--- src/rtl/bomb_game_ctrl_if.sv ---
`default_nettype none
// ============================================================================
// Module   : bomb_game_ctrl_if
// Purpose  : Player/LED-stage inputs and game status outputs of the bomb game
//            controller.
// Revision : 1.0 - initial release
// ============================================================================
interface bomb_game_ctrl_if;
   logic       i_Remove_Glitch_fStart;
   logic       i_Sec1Tick;
   logic [7:0] i_Key;
   logic [7:0] i_Led;
   logic [2:0] o_State;
   logic [3:0] o_Score;
   logic [5:0] o_Time_Left;
   logic       o_Hit;

   modport master (
      output i_Remove_Glitch_fStart, i_Sec1Tick, i_Key, i_Led,
      input  o_State, o_Score, o_Time_Left, o_Hit
   );

   modport slave (
      input  i_Remove_Glitch_fStart, i_Sec1Tick, i_Key, i_Led,
      output o_State, o_Score, o_Time_Left, o_Hit
   );
endinterface
`default_nettype wire

--- src/rtl/bomb_game_ctrl.sv ---
`default_nettype none
// ============================================================================
// Module   : bomb_game_ctrl
// Purpose  : Bomb game master controller - scoring, countdown, clear/fail
//            decision and result hold ahead of the LED target stage.
// Revision : 1.0 - initial release
// ============================================================================
module bomb_game_ctrl #(
   parameter int GAME_SEC    = 30,
   parameter int TARGET_HITS = 10,
   parameter int RESULT_SEC  = 3
) (
   input  logic              i_Clk,
   input  logic              i_Rst,
   bomb_game_ctrl_if.slave   bus
);

   typedef enum logic [2:0] {
      ST_IDLE  = 3'b000,
      ST_START = 3'b001,
      ST_CLEAR = 3'b010,
      ST_FAIL  = 3'b011
   } state_t;

   localparam logic [5:0] C_GAME_SEC    = 6'(GAME_SEC);
   localparam logic [3:0] C_TARGET_HITS = 4'(TARGET_HITS);
   localparam logic [3:0] C_RESULT_SEC  = 4'(RESULT_SEC);

   state_t     r_state;
   logic [3:0] r_score;
   logic [5:0] r_time_left;
   logic       r_hit;
   logic       r_lockout;
   logic [3:0] r_res_cnt;

   logic       w_hit;
   logic       w_miss;
   logic       w_take_hit;
   logic [3:0] w_score_inc;
   logic [3:0] w_res_inc;

   // A pressed key matching the lit LED implies i_Led != 0.
   assign w_hit       = |(bus.i_Key & bus.i_Led);
   assign w_miss      = (|bus.i_Key) && (|bus.i_Led) && !w_hit;
   assign w_take_hit  = w_hit && !r_lockout;
   assign w_score_inc = r_score + 4'd1;
   assign w_res_inc   = r_res_cnt + 4'd1;

   always_ff @(posedge i_Clk or posedge i_Rst) begin
      if (i_Rst) begin
         r_state     <= ST_IDLE;
         r_score     <= 4'd0;
         r_time_left <= 6'd0;
         r_hit       <= 1'b0;
         r_lockout   <= 1'b0;
         r_res_cnt   <= 4'd0;
      end else begin
         r_hit <= 1'b0;
         case (r_state)
            ST_IDLE: begin
               if (bus.i_Remove_Glitch_fStart) begin
                  r_state     <= ST_START;
                  r_score     <= 4'd0;
                  r_time_left <= C_GAME_SEC;
                  r_lockout   <= 1'b0;
               end
            end

            ST_START: begin
               if (w_take_hit) begin
                  r_score   <= w_score_inc;
                  r_hit     <= 1'b1;
                  r_lockout <= 1'b1;
               end
               // The tick moves the target, so it re-arms key detection.
               if (bus.i_Sec1Tick) begin
                  r_lockout   <= 1'b0;
                  r_time_left <= (r_time_left > 6'd1) ? r_time_left - 6'd1 : 6'd0;
               end
               if (w_take_hit && (w_score_inc == C_TARGET_HITS)) begin
                  r_state   <= ST_CLEAR;
                  r_res_cnt <= 4'd0;
               end else if ((w_miss && !r_lockout) ||
                            (bus.i_Sec1Tick && (r_time_left <= 6'd1))) begin
                  r_state   <= ST_FAIL;
                  r_res_cnt <= 4'd0;
               end
            end

            ST_CLEAR, ST_FAIL: begin
               if (bus.i_Remove_Glitch_fStart) begin
                  r_state <= ST_IDLE;
               end else if (bus.i_Sec1Tick) begin
                  r_res_cnt <= w_res_inc;
                  if (w_res_inc == C_RESULT_SEC) begin
                     r_state <= ST_IDLE;
                  end
               end
            end

            default: begin
               r_state <= ST_IDLE;
            end
         endcase
      end
   end

   assign bus.o_State     = r_state;
   assign bus.o_Score     = r_score;
   assign bus.o_Time_Left = r_time_left;
   assign bus.o_Hit       = r_hit;

endmodule
`default_nettype wire

--- src/flat_wrapper.sv ---
// flat-port wrapper written by rule: the top's interface ports become plain ports
module bomb_game_ctrl_flat 
#(
   parameter int GAME_SEC    = 30,
   parameter int TARGET_HITS = 10,
   parameter int RESULT_SEC  = 3
)
  (i_Clk, i_Rst, bus_i_Remove_Glitch_fStart, bus_i_Sec1Tick, bus_i_Key, bus_i_Led, bus_o_State, bus_o_Score, bus_o_Time_Left, bus_o_Hit);
  bomb_game_ctrl_if bus_i ();
  input  logic i_Clk;
  input  logic i_Rst;
  input wire logic [$bits(bus_i.i_Remove_Glitch_fStart)-1:0] bus_i_Remove_Glitch_fStart;
  input wire logic [$bits(bus_i.i_Sec1Tick)-1:0] bus_i_Sec1Tick;
  input wire logic [$bits(bus_i.i_Key)-1:0] bus_i_Key;
  input wire logic [$bits(bus_i.i_Led)-1:0] bus_i_Led;
  output wire logic [$bits(bus_i.o_State)-1:0] bus_o_State;
  output wire logic [$bits(bus_i.o_Score)-1:0] bus_o_Score;
  output wire logic [$bits(bus_i.o_Time_Left)-1:0] bus_o_Time_Left;
  output wire logic [$bits(bus_i.o_Hit)-1:0] bus_o_Hit;
  assign bus_i.i_Remove_Glitch_fStart = bus_i_Remove_Glitch_fStart;
  assign bus_i.i_Sec1Tick = bus_i_Sec1Tick;
  assign bus_i.i_Key = bus_i_Key;
  assign bus_i.i_Led = bus_i_Led;
  assign bus_o_State = bus_i.o_State;
  assign bus_o_Score = bus_i.o_Score;
  assign bus_o_Time_Left = bus_i.o_Time_Left;
  assign bus_o_Hit = bus_i.o_Hit;
  bomb_game_ctrl #(.GAME_SEC(GAME_SEC), .TARGET_HITS(TARGET_HITS), .RESULT_SEC(RESULT_SEC)) u_core (.i_Clk(i_Clk), .i_Rst(i_Rst), .bus(bus_i));
endmodule
--- config.mk ---
export PLATFORM = sky130hd
export DESIGN_NAME = bomb_game_ctrl_flat
export DESIGN_NICKNAME = d
export VERILOG_FILES = /design/src/rtl/bomb_game_ctrl_if.sv /design/src/rtl/bomb_game_ctrl.sv /design/src/flat_wrapper.sv
export SDC_FILE = /design/constraint.sdc
export NUM_CORES = 1
export LEC_CHECK = 0
export CAP_MARGIN = 40
export CELL_PAD_IN_SITES_DETAIL_PLACEMENT = 2
export CELL_PAD_IN_SITES_GLOBAL_PLACEMENT = 2
export CORE_MARGIN = 2
export CORE_UTILIZATION = 26
export CTS_CLUSTER_DIAMETER = 60
export DETAILED_ROUTE_END_ITERATION = 12
export GPL_TIMING_DRIVEN = 0
export PLACE_DENSITY_LB_ADDON = 0.1
export SLEW_MARGIN = 10
export SYNTH_ARGS = -nofsm -noshare
export SYNTH_HDL_FRONTEND = slang
export SYNTH_SLANG_ARGS = --single-unit
export TNS_END_PERCENT = 50
--- constraint.sdc ---
create_clock -name i_Clk -period 2.4 [get_ports i_Clk]
set_clock_uncertainty 0.1 [all_clocks]
set_input_delay 0.48 -clock i_Clk [delete_from_list [all_inputs] [get_ports i_Clk]]
set_output_delay 0.48 -clock i_Clk [all_outputs]
set_load 0.02 [all_outputs]
==> impl_metrics.tcl <==
set metrics [dict create \
    grt_max_degree 19 \
    totalPowerFinal_uw 1810 \
    syn_nets 154 \
    drt_iter0_markers 26 \
    wl_per_cell_um 15.5 \
    postCtsHoldBufs 0 \
    avgSynthCellArea_sq_um 8.74 \
    required_ns 2.44 \
    cellPowerDensity_mw_per_mm2 1150 \
    portBuffers 32 \
    layout-drive-gt1-share_pct 6.71 \
    clockRootBuffer "clkbuf_8" \
    drcViolationCount 0 \
    clkTransAtPathRegs_ns 0.08 \
    clock_latency_ns 0.25 \
    wirelength_um 3320 \
    synthCells 128 \
    hold_viol_final 0 \
    die_h_um 69.6 \
    setup_viol 0 \
    maxCapViolCount 0 \
    final_core_util_pct 38.6 \
    grt_pass1_vias 1210 \
    criticalPathCategory "in -> reg" \
    drtAntennaViolNets 0 \
    final_nets 191 \
    synth_warnings 0 \
    switching_power_uw 794 \
    synth_cell_types 39 \
    syn_to_final_growth_pct 39.9 \
    stdcell_area_sq_mm 0.00157 \
    endpoint_kind "flop" \
    period_share_pct 95.6 \
    crit_fanout 4 \
    drtPass1Iterations 4 \
    finalCriticalPeriod_ns 2.29 \
    start_util_pct 27.6 \
    slew-limit-headroom_pct 50.9 \
    antenna_found_initial 0 \
    numCtsBuffers 3 \
    worst_slew_pin_slew_ns 0.736 \
    dp.cells 210 \
    p_int_uw 1010 \
    place_area_sq_mm 0.00150 \
    clock_path_buffers 2 \
    fmax_mhz 436 \
    design.core.area_sq_mm 0.00406 \
    rsz0062_at_grt "no" \
    met1_length_um 1480 \
    clock_sinks 18 \
    num_rows 23 \
    dp.final_hpwl_um 2680 \
    syn_area_sq_mm 0.00112 \
    p_sw_share_pct 44.0 \
    via_per_inst 5.19 \
    ys_seq_area_share_pct 40.3 \
    h-tree-depth 1 \
    routed.top_layer "met4" \
    grt_pass1_wl_um 5720 \
    combPwrFrac_pct 52.9 \
    arrival_ns 2.34 \
    pin_count 34 \
    cts_tree "built" \
    vias 1110 \
    p_seq_share_pct 33.0 \
    worstHoldPathType "reg -> reg" \
    report.final.slew_viol_count 0 \
    stdcell_count 214 \
    fp.dieArea_sq_mm 0.00484 \
    startpoint_type "primary input" \
    leakage_uw 0.000641 \
    antenna_cells 0 \
    clkPwrFrac_pct 14.0 \
    dr_wl_met2_um 1690 \
    outcome "complete, no violations" \
    peakVddDrop_v 0.000524 \
    grt-ovfl-total 0 \
    grt_usage_pct 14.6 \
    wl_met3_um 124 \
    ys_seq_elements 18 \
    routabilityCongestion 0.776 \
    die_x_um 69.6 \
]
[worst max-delay path, stage by stage]
cell             delay, ns
clkdlybuf4s50_1       0.42
or4_1                 0.40
nor2_1                0.11
a21oi_1               0.05
a221o_1               0.36
o21ai_4               0.20
mux2_4                0.32
[layer usage]
layer | track usage, % | up-vias
met5 | 0 | -
met4 | 3.27 | 0
met3 | 2.33 | 2
met2 | 25.6 | 24
met1 | 18.8 | 550
li1 | - | 534
[state kept, by name, indices dropped and copies added, names as in the netlist]
register	count
u_core.r_lockout	1
u_core.bus.o_Hit	1
u_core.bus.o_Score	4
u_core.r_res_cnt	4
u_core.bus.o_Time_Left	6
u_core.bus.o_State	2
[final cells by class]
cell class / count / area (sq um)
repair buffers: 32 / 313
multi-input cells: 100 / 643
flip-flops and latches: 18 / 450
plain buffers: 2 / 11.3
inverters: 8 / 30.0
fillers: 452 / 2490
clock buffers: 4 / 55.1
well taps: 50 / 62.6
[path summary, 6_finish.rpt]
check	from	slack (ns)	cells past startpoint	endpoint
worst min-delay path	u_core.bus.o_Time_Left[5]	0.48	2	u_core.bus.o_Time_Left[5]
max in group asynchronous	i_Rst	1.17	2	u_core.bus.o_Time_Left[2]
worst max register to register	u_core.bus.o_Score[0]	0.20	5	u_core.r_res_cnt[3]
worst min register to register	u_core.bus.o_Time_Left[5]	0.48	2	u_core.bus.o_Time_Left[5]
min in group asynchronous	i_Rst	0.56	2	u_core.r_res_cnt[1]
worst max-delay path	bus_i_Key[0]	0.11	7	u_core.r_res_cnt[1]
[cell families (layout without fill, tap and decap cells)]
kind of cell | Yosys count | after routing | share of synthesized area, %
and+or+nand+nor | 51 | 51 | 23.2
AOI/OAI and AO/OA | 36 | 36 | 20.6
DFF | 18 | 18 | 40.3
buffers and inverters | 10 | 46 | 3.69
adders and majority gates | 6 | 6 | 6.71
xor gates and xnor gates | 3 | 3 | 2.35
muxes | 3 | 3 | 2.91
other | 1 | 1 | 0.335
[cells in the final DEF (no fill, tap or decap), types with 2 or more instances in the layout]
cell             count
clkdlybuf4s50_1     26
nor4_1               2
nor2b_1              2
nor3_1               4
a221o_1              2
nand3_1              7
ha_1                 6
nand2_1             13
and2_1               2
dlygate4sd2_1        6
xnor2_1              2
o311ai_0             2
a22oi_1              4
o21ai_0             13
nor2_1              10
dfrtp_1             18
o31ai_1              2
clkbuf_8             4
or4_1                2
a21oi_1              7
inv_1                8
[power groups by stage]
stage / logic, uW / registers [uW] / clock network (uW)
6_report: 956 / 596 / 253
5_1_grt: 1070 / 626 / 279
4_1_cts: 964 / 599 / 268
3_5_place_dp: 941 / 604 / 0
3_3_place_gp: 905 / 588 / 0
2_1_floorplan: 467 / 675 / 0
[through the flow]
step / TNS [ns] / hold slack, ns / setup WS [ns]
6_report: 0 / 0.476 / 0.107
5_1_grt: 0 / 0.533 / 0.0239
4_1_cts: 0 / 0.496 / 0.0446
3_5_place_dp: -0.882 / 0.477 / -0.377
3_3_place_gp: -0.835 / 0.435 / -0.361
2_1_floorplan: 0 / 0.319 / 0.210
[Yosys cell counts (all sizes together)]
library cell  instances  share of area [%]
or2                   1               0.56
nor2                 10                3.4
nor3b                 2                1.3
nand4                 1               0.56
xor2                  1               0.78
mux2                  2                2.0
conb                  1               0.34
a21oi                 7                3.1
or3b                  1               0.78
buf                   1               0.67
o21ai                14                6.6
ha                    6                6.7
or4                   2                1.3
nand3b                1               0.67
mux2i                 1               0.89
nand3                 7                3.1
a21o                  1               0.67
a221o                 2                1.8
nand2                13                4.4
clkbuf                1               0.34
o22ai                 1               0.56
a22oi                 4                2.7
a31oi                 1               0.56
or3                   1               0.56
a22o                  1               0.78
o311ai                2                1.6
and2                  2                1.1
nor2b                 2                1.1
nor3                  4                1.8
nor4                  2                1.1
a21bo                 1               0.89
xnor2                 2                1.6
dfrtp                18                 40
nand2b                1               0.56
o31ai                 2                1.3
nor4b                 1               0.78
inv                   8                2.7
[what timing repair did]
item	in CTS	in global routing
pin swaps	5	1
buffers inserted	0	0
setup endpoints to repair	1	1
resized for setup	8	1
(Power assumes the default switching activity.)
